===== src/rtl/mac_operand_sequencer.sv =====
// mac_operand_sequencer: walks a KH x KW convolution window through the pixel
// and weight memories and feeds one registered operand pair per cycle to a
// free-running Q8.8 MAC. It clears the MAC before the job and captures the
// accumulated result at the end.
//
// Handshake: start is a single-cycle request that is sampled only in IDLE.
// busy is high from acceptance until done. done is a one-cycle pulse, and
// result_out is valid from that cycle until the next capture. mem_rd_en
// qualifies both memory addresses, and read data returns one cycle later.
module mac_operand_sequencer #(
  parameter int KW     = 3,
  parameter int KH     = 3,
  parameter int IMG_W  = 8,
  parameter int ADDR_W = 8,
  parameter int DATA_W = 16
) (
  input  logic              clk,
  input  logic              reset,
  input  logic              start,
  input  logic [ADDR_W-1:0] pixel_base,
  input  logic [ADDR_W-1:0] weight_base,
  output logic [ADDR_W-1:0] pixel_addr,
  output logic [ADDR_W-1:0] weight_addr,
  output logic              mem_rd_en,
  input  logic [DATA_W-1:0] pixel_rdata,
  input  logic [DATA_W-1:0] weight_rdata,
  output logic [DATA_W-1:0] mac_pixel,
  output logic [DATA_W-1:0] mac_weight,
  output logic              mac_clear,
  input  logic [DATA_W-1:0] mac_result,
  output logic [DATA_W-1:0] result_out,
  output logic              busy,
  output logic              done,
  output logic [2:0]        dbg_state
);

  localparam int T     = KW * KH;
  localparam int CNT_W = $clog2(T + 1);
  localparam int COL_W = (KW > 1) ? $clog2(KW) : 1;

  typedef enum logic [2:0] {
    IDLE    = 3'd0,
    CLEAR   = 3'd1,
    STREAM  = 3'd2,
    DRAIN   = 3'd3,
    CAPTURE = 3'd4
  } state_t;

  state_t             state_q, state_d;
  logic [CNT_W-1:0]   tap_cnt;
  logic [COL_W-1:0]   col_cnt;
  logic [ADDR_W-1:0]  row_base;
  logic               addr_load;
  logic               addr_step;
  logic               capture;

  assign dbg_state = state_q;

  // State register.
  always_ff @(posedge clk or negedge reset) begin
    if (!reset) state_q <= IDLE;
    else        state_q <= state_d;
  end

  // Next-state logic and per-state strobes.
  always_comb begin
    state_d   = state_q;
    mac_clear = 1'b0;
    mem_rd_en = 1'b0;
    addr_load = 1'b0;
    addr_step = 1'b0;
    capture   = 1'b0;
    case (state_q)
      IDLE: begin
        if (start) begin
          addr_load = 1'b1;
          state_d   = CLEAR;
        end
      end
      CLEAR: begin
        // Tap 0 is read here while the MAC is zeroed.
        mac_clear = 1'b1;
        mem_rd_en = 1'b1;
        addr_step = (T > 1);
        state_d   = STREAM;
      end
      STREAM: begin
        // In tap k, the address of tap k+1 is presented, and the pointer
        // moves to tap k+2 at the end of the cycle.
        mem_rd_en = (int'(tap_cnt) + 1 < T);
        addr_step = (int'(tap_cnt) + 2 < T);
        if (int'(tap_cnt) == T - 1) state_d = DRAIN;
      end
      DRAIN: begin
        state_d = CAPTURE;
      end
      CAPTURE: begin
        capture = 1'b1;
        state_d = IDLE;
      end
      default: begin
        state_d = IDLE;
      end
    endcase
  end

  // Tap counter: zeroed during CLEAR and stepped once per STREAM cycle.
  always_ff @(posedge clk or negedge reset) begin
    if (!reset)                  tap_cnt <= '0;
    else if (state_q == CLEAR)   tap_cnt <= '0;
    else if (state_q == STREAM)  tap_cnt <= tap_cnt + CNT_W'(1);
  end

  // Address generator: column fastest, row pitch IMG_W, modulo 2^ADDR_W.
  // The address holds when no read is pending.
  always_ff @(posedge clk or negedge reset) begin
    if (!reset) begin
      pixel_addr  <= '0;
      weight_addr <= '0;
      row_base    <= '0;
      col_cnt     <= '0;
    end else if (addr_load) begin
      pixel_addr  <= pixel_base;
      weight_addr <= weight_base;
      row_base    <= pixel_base;
      col_cnt     <= '0;
    end else if (addr_step) begin
      weight_addr <= weight_addr + ADDR_W'(1);
      if (int'(col_cnt) == KW - 1) begin
        col_cnt    <= '0;
        row_base   <= row_base + ADDR_W'(IMG_W);
        pixel_addr <= row_base + ADDR_W'(IMG_W);
      end else begin
        col_cnt    <= col_cnt + COL_W'(1);
        pixel_addr <= pixel_addr + ADDR_W'(1);
      end
    end
  end

  // Operand registers carry tap data only for the T streamed taps. At all
  // other times they are zero, so the free-running accumulator holds.
  always_ff @(posedge clk or negedge reset) begin
    if (!reset) begin
      mac_pixel  <= '0;
      mac_weight <= '0;
    end else if (state_q == STREAM) begin
      mac_pixel  <= pixel_rdata;
      mac_weight <= weight_rdata;
    end else begin
      mac_pixel  <= '0;
      mac_weight <= '0;
    end
  end

  // Job status and result capture.
  always_ff @(posedge clk or negedge reset) begin
    if (!reset) begin
      busy       <= 1'b0;
      done       <= 1'b0;
      result_out <= '0;
    end else begin
      done <= capture;
      if (addr_load)    busy <= 1'b1;
      else if (capture) busy <= 1'b0;
      if (capture) result_out <= mac_result;
    end
  end

endmodule


===== config.mk =====
export PLATFORM = sky130hd
export DESIGN_NAME = mac_operand_sequencer
export DESIGN_NICKNAME = d
export VERILOG_FILES = /design/src/rtl/mac_operand_sequencer.sv
export SDC_FILE = /design/constraint.sdc
export NUM_CORES = 1
export LEC_CHECK = 0
export ABC_AREA = 1
export CAP_MARGIN = 20
export CORE_ASPECT_RATIO = 0.8
export CORE_MARGIN = 4
export CORE_UTILIZATION = 44
export DETAILED_ROUTE_END_ITERATION = 10
export PLACE_DENSITY = 0.8
export REMOVE_ABC_BUFFERS = 1
export SETUP_SLACK_MARGIN = 0.02
export SLEW_MARGIN = 20
export SYNTH_ARGS = -nofsm -noshare
export SYNTH_HDL_FRONTEND = slang
export SYNTH_SLANG_ARGS = --single-unit

===== constraint.sdc =====
create_clock -name clk -period 1.68 [get_ports clk]
set_input_delay 0.42 -clock clk [delete_from_list [all_inputs] [get_ports clk]]
set_output_delay 0.42 -clock clk [all_outputs]
set_load 0.01 [all_outputs]

== Word level (Yosys, flattened, before mapping) ==
Index checks and enable logic that the tools add are counted.

* Register bits: 83
* Bits in latches: 0
* RAM bits: 0
* ROM bits: 0
* Input port bits: 67
* Output and inout bits: 71
* Word-level logic and storage cells: 61
* Memories: 0

* Add/sub/neg operators: 7
* $mul: 0
* Div/mod/pow operators: 0
* Magnitude comparators: 2
* Eq/ne operators: 8
* Shifts and indexed selects: 0
* Mux-type cells: 26
* Bitwise gates (word level): 0
* Reduce and logical (&&, ||, !) cells: 7

{| class="wikitable"
|+ Operators by type and width
! operator !! count
|-
| 8-bit 2-to-1 mux || 8
|-
| 16-bit 2-to-1 mux || 2
|-
| 8-bit by 1-bit adder with 8-bit output, second input constant || 2
|-
| 3-bit one-hot mux with 4 select lines || 1
|-
| 5-bit by 4-bit less-than comparator with 1-bit output, second input constant || 2
|-
| 8-bit by 4-bit adder with 8-bit output, second input constant || 1
|-
| 4-bit 2-to-1 mux || 2
|-
| 2-bit nonzero test || 4
|-
| 3-bit by 2-bit == test with 1-bit output, second input constant || 2
|-
| 1-bit 2-to-1 mux || 6
|-
| 2-bit 2-to-1 mux || 3
|-
| 3-bit 2-to-1 mux || 2
|-
| 4-bit by 1-bit adder with 5-bit output, second input constant || 1
|-
| 4-bit by 2-bit adder with 5-bit output, second input constant || 1
|-
| 4-bit by 1-bit adder with 4-bit output, second input constant || 1
|-
| 4-bit == test, second input constant || 1
|-
| 2-bit != test, second input constant || 2
|-
| 1-bit one-hot mux with 2 select lines || 2
|-
| 2-bit AND reduction || 2
|-
| 3-bit by 1-bit == test with 1-bit output, second input constant || 1
|-
| 3-bit == test, second input constant || 1
|-
| 3-bit logical NOT || 1
|-
| 2-bit by 1-bit adder with 2-bit output, second input constant || 1
|-
| 2-bit == test, second input constant || 1
|}

== Depth between registers and ports, before layout ==
Gate-level depths: netlist of run 1.

* Depth in word-level cells: 5
* Gate-level depth with buffers: 9
* Depth with buffers taken out: 9

== Worst setup path before layout of run 1 ==
OpenSTA, ideal clock, no wires.

* Path type: register -> output
* From: reg state_q[0], in the netlist dbg_state[0]
* To: out mem_rd_en
* Data arrival time: 1.197 ns
* Required time: 1.260 ns
* Path slack: 0.063 ns
* Stages on the path, launching flop included: 7
* Buffers on the path: 1
* Path through: dfrtp_1 -> nor2_2 -> nand2_1 -> buf_2 -> a31oi_1 -> o21ai_0 -> nand2_1

* Longest elaborated chain between the ends: 2
* Elaborated cells on any way between the ends: 3
* Classes of those cells: eq/ne (2); mux (1)

{| class="wikitable"
|+ Ends and longest elaborated chain
! what !! line !! source
|-
| start, declared || 49 || <nowiki>state_t state_q, state_d;</nowiki>
|-
| start signal, assigned || 62 || <nowiki>else state_q <= state_d;</nowiki>
|-
| 3-bit by 2-bit == test with 1-bit output or 3-bit by 1-bit == test with 1-bit output (tied branches) || 73 || <nowiki>case (state_q)</nowiki>
|-
| 1-bit one-hot mux with 2 select lines * || 73 ||
|-
| end, declared || 24 || <nowiki>output logic mem_rd_en,</nowiki>
|}

Mark *: on every way between the ends. The rest lies on a longest branch, timed or not.

== Worst setup path in the final report of run 1 ==
* From: reg tap_cnt[0]
* To: out mem_rd_en

* Longest elaborated chain between the ends: 3

{| class="wikitable"
|+ Ends and longest elaborated chain
! what !! line !! source
|-
| start, declared || 50 || <nowiki>logic [CNT_W-1:0] tap_cnt;</nowiki>
|-
| start signal, assigned || 111 || <nowiki>else if (state_q == STREAM) tap_cnt <= tap_cnt + CNT_W'(1);</nowiki>
|-
| 4-bit by 1-bit adder with 5-bit output || 90 || <nowiki>mem_rd_en = (int'(tap_cnt) + 1 < T);</nowiki>
|-
| 5-bit by 4-bit less-than comparator with 1-bit output || 90 ||
|-
| 1-bit one-hot mux with 2 select lines || 73 ||
|}

No other way between the ends.

==> summary.txt, run 1 <==
FP Rows = 29
Lkg Pwr = 3.45 nW
CTS max path bufs = 2
RePlAce Congestion = 0.828
final setup margin = -0.305 ns
top cells by area, synth = dfrtp_1, nand2_1, inv_1
path depth of the worst reg2reg path = 10
MaxCap Viol Count = 0
#FFs+latches synth = 83
area occupied by multi-input gates = 1340 sq um
overall power = 10.3 mW
crit share post-route = 118%
final setup violation count = 1
First DRT Iteration DRCs = 178
CTS Buf Count = 9
dpl ws = -0.440 ns
Mapped Area = 3670 sq um
number of antenna violations at the first check in global routing = 0
die area = 9870 sq um
diode count = 0
area of placed instances = 5350 sq um
layout cell share with drive strength beyond 1 = 14.5%
Post-Syn Instances = 430
vias post-DR = 3449
worst skew pair latency = 0.34 ns
RSZ-0062 raised after global routing = true
Tmin final = 1.98 ns
final wirelength = 9.88 mm
critical path fanouts, max = 3
failing checks = setup timing
H-tree depth = 3
crit path DAT = 1.56 ns
reg2reg setup slack = 0.07 ns
max_slew headroom = 69.2%
Fillers = 603
sequential share of the synthesized area = 56.6%
slew at the pin closest to its max-slew limit = 0.462 ns
drt pass-1 iters = 5
Via density = 4.77
Final #Nets = 682
required time of the critical path = 1.26 ns
PwrDens = 1780 nW/um^2
commonest non-fill, non-tap cells in the layout = nand2_1, dfrtp_1, clkdlybuf4s50_1
Syn Area/Cell = 8.53 sq um
number of global-route vias before repair = 3485
hpwl dp = 6.96 mm
Synth area leader = dfrtp_1
final hold viol count = 0
Yosys top cell area share = 56.6%
Clock Tree Root = clkbuf_8
# IOs = 138
post-route cell area = 5820 sq um
CTS tree = done
CTS Hold Bufs = 0
HP Class = in -> async
Die Y = 89.7 um
Setup crit start kind = register
Max Freq = 0.504 GHz
WL/cell = 13.7 um
outcome = complete, but fails checks
total core area = 8020 sq um
Yosys cell types = 31
DIE WIDTH = 110 um
Clock Skews = 0.0132 ns
crit end category = output pin
GRT Total Usage = 20.5%
Sink Count = 83
peak supply drop = 0.884 mV
Remaining DRCs = 0
Layout Area Growth over Synthesis = 58.5%
initial core utilization = 45.8%
CTS clk-pin slew, worst paths = 0.09 ns
Syn. warnings = 0
port buffer count = 137
commonest non-fill, non-tap cell in the layout = nand2_1
largest net degree at the start of global routing = 84
FF-to-FF End = pixel_addr[6]
WS Path Type = reg -> out
Reg-to-Reg Start = dbg_state[0]
DRT antenna net count = 0
Reg area = 2080 sq um
Slew Limit Fails = 0
grt ovf = 0
first-pass GRT wire length = 16.0 mm
## Yosys cell counts (all sizes together)
cell,count
nand2,128
dfrtp,83
inv,58
nor2,54
nand3,26
o21ai,19
buf,13
a21oi,11
a31oi,7
ha,5
nand4,4
xor2,4
o211ai,3
o22ai,3
or2,3
xnor2,3
nor3,2
nor4,2
clkinv,1
o21bai,1
## sequential cells by signal, indices dropped and copies added, names as in the netlist, 2 cells and up
signal       cells
col_cnt          2
dbg_state        3
mac_pixel       16
mac_weight      16
pixel_addr       8
result_out      16
row_base         8
tap_cnt          4
weight_addr      8
## how the worst max path moves through the flow
stage | start | end | slack [ns]
after global routing | tap_cnt[0] | mem_rd_en | -0.40
after global placement | tap_cnt[0] | mem_rd_en | -0.37
final | tap_cnt[0] | mem_rd_en | -0.30
after detailed placement | tap_cnt[0] | mem_rd_en | -0.44
after floorplan | dbg_state[0] | pixel_addr[7] | -0.74
after CTS | tap_cnt[0] | mem_rd_en | -0.29
## layer usage
metal,global-route usage (%),vias to the layer above,routed length [um]
met5,0,-,0
met4,5.37,0,116
met3,6.08,10,883
met2,35.1,137,4860
met1,25.6,1608,4020
li1,-,1694,-
## through the flow
| stage | hold slack (ns) | util, % | setup TNS, ns | cells |
|---|---|---|---|---|
| 5_1_grt | 0.109 | 72.5 | -0.430 | 723 |
| 3_3_place_gp | 0.453 | 66.7 | -2.99 | 694 |
| 4_1_cts | 0.112 | 70.9 | -0.288 | 723 |
| 3_5_place_dp | 0.463 | 66.7 | -4.18 | 694 |
| 2_1_floorplan | 0.124 | - | -12.96 | 417 |
| 6_report | 0.0692 | 72.5 | -0.305 | 723 |
## worst max-delay path: stages, from the launching register on
cell and delay [ns]:
dfrtp_1 0.40, ha_2 0.22, xnor2_2 0.17, nand2_1 0.08, nor2_1 0.09, o21ai_1 0.07
nand2_1 0.07, buf_2 0.13
## repair_timing
item / CTS / global route
gates resized for setup: 55 / 47
setup buffers: 12 / 0
cloned: 1 / 0
pin swaps: 2 / 2
endpoints found under the setup margin: 51 / 56
hold endpoints to repair: 0 / 0
## cell families after synthesis
group                    count (synthesis)  share of synthesized area [%]
AO/OA/AOI/OAI                           44                           6.96
XOR/XNOR                                 7                           1.67
adder cells (fa/ha/maj)                  5                           1.70
buffers and inverters                   72                           8.22
flip-flops                              83                           56.6
AND/OR/NAND/NOR                        219                           24.9
## area by class of cell
type / count / share of cell area [%]
inverter: 59 / 3.81
sequential: 83 / 35.7
clock buffer: 12 / 2.32
timing repair buffer: 182 / 31.4
clock inverter: 4 / 1.29
tap: 108 / 2.32
multi-input combinational: 275 / 23.1
## where the power goes
part,internal [mW],leakage (nW),switching [mW]
clock network,0.840,0.0968,0.682
logic,2.65,2.30,2.97
registers,2.79,1.05,0.408
total,6.28,3.45,4.06
No activity file was read; power rests on OpenSTA's default activity.
==> inputs of run 2 (changes only) <==
CELL_PAD_IN_SITES_DETAIL_PLACEMENT = 1   (was default)
CELL_PAD_IN_SITES_GLOBAL_PLACEMENT = 2   (was default)
CORE_UTILIZATION = 25   (was 44)
PLACE_DENSITY = default   (was 0.8)
PLACE_DENSITY_LB_ADDON = 0.1   (was default)
==> summary.txt, run 2 (synthesized netlist as in run 1, its figures left out) <==
Int Power = 7.22 mW
overall power = 11.8 mW
Via density = 4.32
CP peak stage delay = 0.45 ns
die area = 16700 sq um
Post-Layout Cell Count = 812
CTS tree = done
Sink Count = 83
Clk pwr share = 16.8%
final hold viol count = 0
CTS max path bufs = 2
Clock Tree Root = clkbuf_16
CP Cell Sequence = ha_4 -> xnor2_2 -> nand2_1 -> nor2_1 -> o21ai_1 -> nand2_1 -> buf_6
largest net degree at the start of global routing = 57
required time of the critical path = 1.26 ns
first-pass GRT wire length = 19.4 mm
crit end category = output pin
max_slew headroom = 74.4%
number of antenna violations at the first check in global routing = 0
WL/cell = 14.6 um
layout cell share with drive strength beyond 1 = 20.4%
number of global-route vias before repair = 3794
Switch Pwr = 4.61 mW
Max Freq = 0.498 GHz
final setup margin = -0.327 ns
Comb pwr share = 55.5%
Slew Limit Fails = 0
Clock Skews = 0.00541 ns
total core area = 14300 sq um
# IOs = 138
post-route cell area = 6250 sq um
critical path fanouts, max = 3
commonest non-fill, non-tap cell in the layout = nand2_1
MaxCap Viol Count = 0
RePlAce Congestion = 0.750
H-tree depth = 3
Die Y = 116 um
Cells after DPL = 776
area of placed instances = 5500 sq um
RSZ-0062 raised after global routing = true
Fillers = 1668
final wirelength = 11.9 mm
FP Rows = 39
diode count = 0
Remaining DRCs = 0
DIE WIDTH = 143 um
Largest regs = mac_pixel x16, mac_weight x16, result_out x16
PwrDens = 1890 nW/um^2
fin util = 43.6%
crit share post-route = 119%
peak supply drop = 0.595 mV
Crit-path slowest cell = dfrtp_2
failing checks = setup timing
hpwl dp = 8.39 mm
grt ovf = 0
outcome = complete, but fails checks
CTS Hold Bufs = 0
First DRT Iteration DRCs = 108
Flop pwr share = 27.6%
setup tns final = -0.365 ns
Lkg Pwr = 3.48 nW
drt pass-1 iters = 4
CTS Buf Count = 9
DRT antenna net count = 0
vias post-DR = 3507
WS Path Type = reg -> out
crit path DAT = 1.59 ns
Tmin final = 2.01 ns
GRT Total Usage = 14.9%
switching share of power = 39.0%
Setup crit start kind = register
Final #Nets = 695
WHS = 0.0564 ns
Layout Area Growth over Synthesis = 70.4%
final setup violation count = 2
worst skew pair latency = 0.34 ns
port buffer count = 137
commonest non-fill, non-tap cells in the layout = nand2_1, dfrtp_1, clkdlybuf4s50_1
initial core utilization = 25.6%
HP Class = in -> async
dpl ws = -0.474 ns
slew at the pin closest to its max-slew limit = 0.384 ns
CTS clk-pin slew, worst paths = 0.06 ns
most frequent CP cell = nand2_1
## run 2: repair_timing
item | 4_1_cts | 5_1_grt
pin swaps | 8 | 11
endpoints found under the setup margin | 64 | 47
gates cloned | 2 | 1
resized for setup | 78 | 71
setup buffers | 10 | 8
## run 2: routing by layer
layer  vias up  GRT usage, %  part of all wire [%]
met5         -             0                     0
met4         0          4.14                   1.2
met3        10          5.81                   8.4
met2        93          23.4                    45
met1      1675          19.2                    45
li1       1729             -                     -
## run 2: area by class of cell
cell class,count,area (sq um),share of cell area [%]
clock inverters,4,50.0,0.800
clock buffers,12,246,3.94
inverters,59,234,3.74
flip-flops and latches,83,2080,33.3
multi-input cells,275,1450,23.2
repair buffers,195,1960,31.4
well taps,184,230,3.68
## run 2: final timing paths
kind | from | end | slack, ns | cells past startpoint
max in group asynchronous | reset | weight_addr[4] | 1.26 | 2
min in group clk | busy | busy | 0.46 | 2
worst min-delay path | reset | result_out[2] | 0.06 | 2
worst max-delay path | tap_cnt[0] | mem_rd_en | -0.33 | 7
worst min register to register | busy | busy | 0.46 | 2
worst max register to register | dbg_state[2] | pixel_addr[3] | 0 | 12
## run 2: worst max-delay path, delay by kind of cell, from the launching register on
kind,cells,cell delay [ns]
flops,1,0.45
fa+ha+maj,1,0.18
buf+inv,1,0.11
simple gates,3,0.27
compound gates,1,0.07
xor+xnor,1,0.18
## run 2: power groups by stage
stage          Sequential, mW  Combinational (mW)  Clock [mW]
5_1_grt                  3.39                7.29        2.16
3_3_place_gp             3.33                5.35           0
4_1_cts                  3.26                5.83        2.07
2_1_floorplan            3.65                2.19           0
6_report                 3.27                6.57        1.99
3_5_place_dp             3.36                5.47           0
==> inputs of run 3 (changes only) <==
CORE_MARGIN = default   (was 4)
==> summary.txt, run 3 (synthesized netlist as in run 1, its figures left out) <==
outcome = complete, but fails checks
failing checks = setup timing
MaxCap Viol Count = 0
grt ovf = 0
crit path DAT = 1.53 ns
DIE WIDTH = 137 um
die area = 15200 sq um
H-tree depth = 3
CTS Buf Count = 9
required time of the critical path = 1.26 ns
Switch Pwr = 4.38 mW
HP Class = reg -> reg
final hold viol count = 0
Via density = 4.33
CP Cell Sequence = ha_2 -> xnor2_2 -> nand2_1 -> nor2_1 -> o21ai_1 -> nand2_1 -> buf_2
switching share of power = 38.5%
final wirelength = 11.4 mm
Clock Tree Root = clkbuf_16
Slew Limit Fails = 0
setup tns final = -0.460 ns
GRT Total Usage = 16.3%
Remaining DRCs = 0
diode count = 0
overall power = 11.4 mW
post-route cell area = 6100 sq um
Clk pwr share = 18.5%
port buffer count = 137
commonest non-fill, non-tap cell in the layout = nand2_1
Flop pwr share = 28.6%
Fillers = 1682
drt pass-1 iters = 4
worst skew pair latency = 0.35 ns
crit share post-route = 116%
max_slew headroom = 75.4%
CTS max path bufs = 2
Tmin final = 1.95 ns
RSZ-0062 raised after global routing = true
peak supply drop = 0.804 mV
CP peak stage delay = 0.40 ns
area occupied by multi-input gates = 1370 sq um
first-pass GRT wire length = 18.6 mm
WL/cell = 14.0 um
hpwl dp = 8.08 mm
Crit-path slowest cell = dfrtp_1
final setup margin = -0.269 ns
Layout Area Growth over Synthesis = 66.3%
RePlAce Congestion = 0.763
initial core utilization = 25.7%
DRT antenna net count = 0
PwrDens = 1860 nW/um^2
Comb pwr share = 53.0%
area of placed instances = 5510 sq um
commonest non-fill, non-tap cells in the layout = nand2_1, dfrtp_1, clkdlybuf4s50_1
number of global-route vias before repair = 3713
CTS clk-pin slew, worst paths = 0.06 ns
CTS tree = done
First DRT Iteration DRCs = 57
FP Rows = 39
total core area = 14300 sq um
Final #Nets = 693
Largest regs = mac_pixel x16, mac_weight x16, result_out x16
critical path fanouts, max = 3
reg2reg setup slack = -0.11 ns
vias post-DR = 3505
WHS = 0.469 ns
number of antenna violations at the first check in global routing = 0
Lkg Pwr = 3.34 nW
Die Y = 110 um
Sink Count = 83
# IOs = 138
Clock Skews = 0.00516 ns
Int Power = 7.00 mW
final setup violation count = 4
most frequent CP cell = nand2_1
largest net degree at the start of global routing = 24
fin util = 42.7%
WS Path Type = reg -> out
Setup crit start kind = register
crit end category = output pin
Max Freq = 0.513 GHz
slew at the pin closest to its max-slew limit = 0.368 ns
Reg area = 2080 sq um
layout cell share with drive strength beyond 1 = 17.7%
run 3: power groups by stage:
stage | clock network [mW] | logic, mW | registers (mW)
floorplan | 0 | 2.19 | 3.65
global placement | 0 | 5.40 | 3.32
detailed placement | 0 | 5.51 | 3.36
CTS | 2.19 | 5.99 | 3.26
global route | 2.25 | 6.71 | 3.36
finish | 2.10 | 6.03 | 3.25
run 3: through the flow:
| stage | setup slack (ns) | instances |
|---|---|---|
| after CTS | -0.293 | 809 |
| after floorplan | -0.742 | 417 |
| after global placement | -0.396 | 773 |
| after global routing | -0.354 | 810 |
| after detailed placement | -0.456 | 773 |
| final | -0.269 | 810 |
run 3: path summary, 6_finish.rpt:
kind | depth (start not counted) | start | endpoint
worst min register to register | 2 | busy | busy
max in group asynchronous | 3 | reset | weight_addr[4]
worst max-delay path | 7 | tap_cnt[0] | mem_rd_en
min in group asynchronous | 2 | reset | weight_addr[7]
worst min-delay path | 2 | busy | busy
worst max register to register | 11 | dbg_state[0] | pixel_addr[6]
run 3: cell type report:
cell class              instances  area share (%)
flip-flops and latches         83            34.1
repair buffers                193            30.8
multi-input cells             275            22.4
clock buffers                  13            4.43
well taps                     184            3.77
inverters                      59            3.75
clock inverters                 3           0.738
run 3: what timing repair did:
| action | CTS | global route |
|---|---|---|
| buffers inserted | 17 | 1 |
| setup endpoints to repair | 71 | 39 |
| hold endpoints to repair | 20 | 0 |
| hold buffers | 1 | 0 |
| pin swaps | 5 | 2 |
| resized for setup | 84 | 33 |
| cloned | 2 | 0 |
run 3: critical path, delay by kind of cell, from the launching register on:
| kind | cells | cell delay [ns] |
|---|---|---|
| flops | 1 | 0.40 |
| fa+ha+maj | 1 | 0.22 |
| simple gates | 3 | 0.22 |
| xor+xnor | 1 | 0.15 |
| buf+inv | 1 | 0.13 |
| compound gates | 1 | 0.06 |
run 3: metal layers:
metal  up-vias  track usage [%]  wire length, um
met5         -                0                0
met4         0             7.14              206
met3        16             6.45              964
met2        88             26.6             5180
met1      1682             19.0             5010
li1       1719                -                -
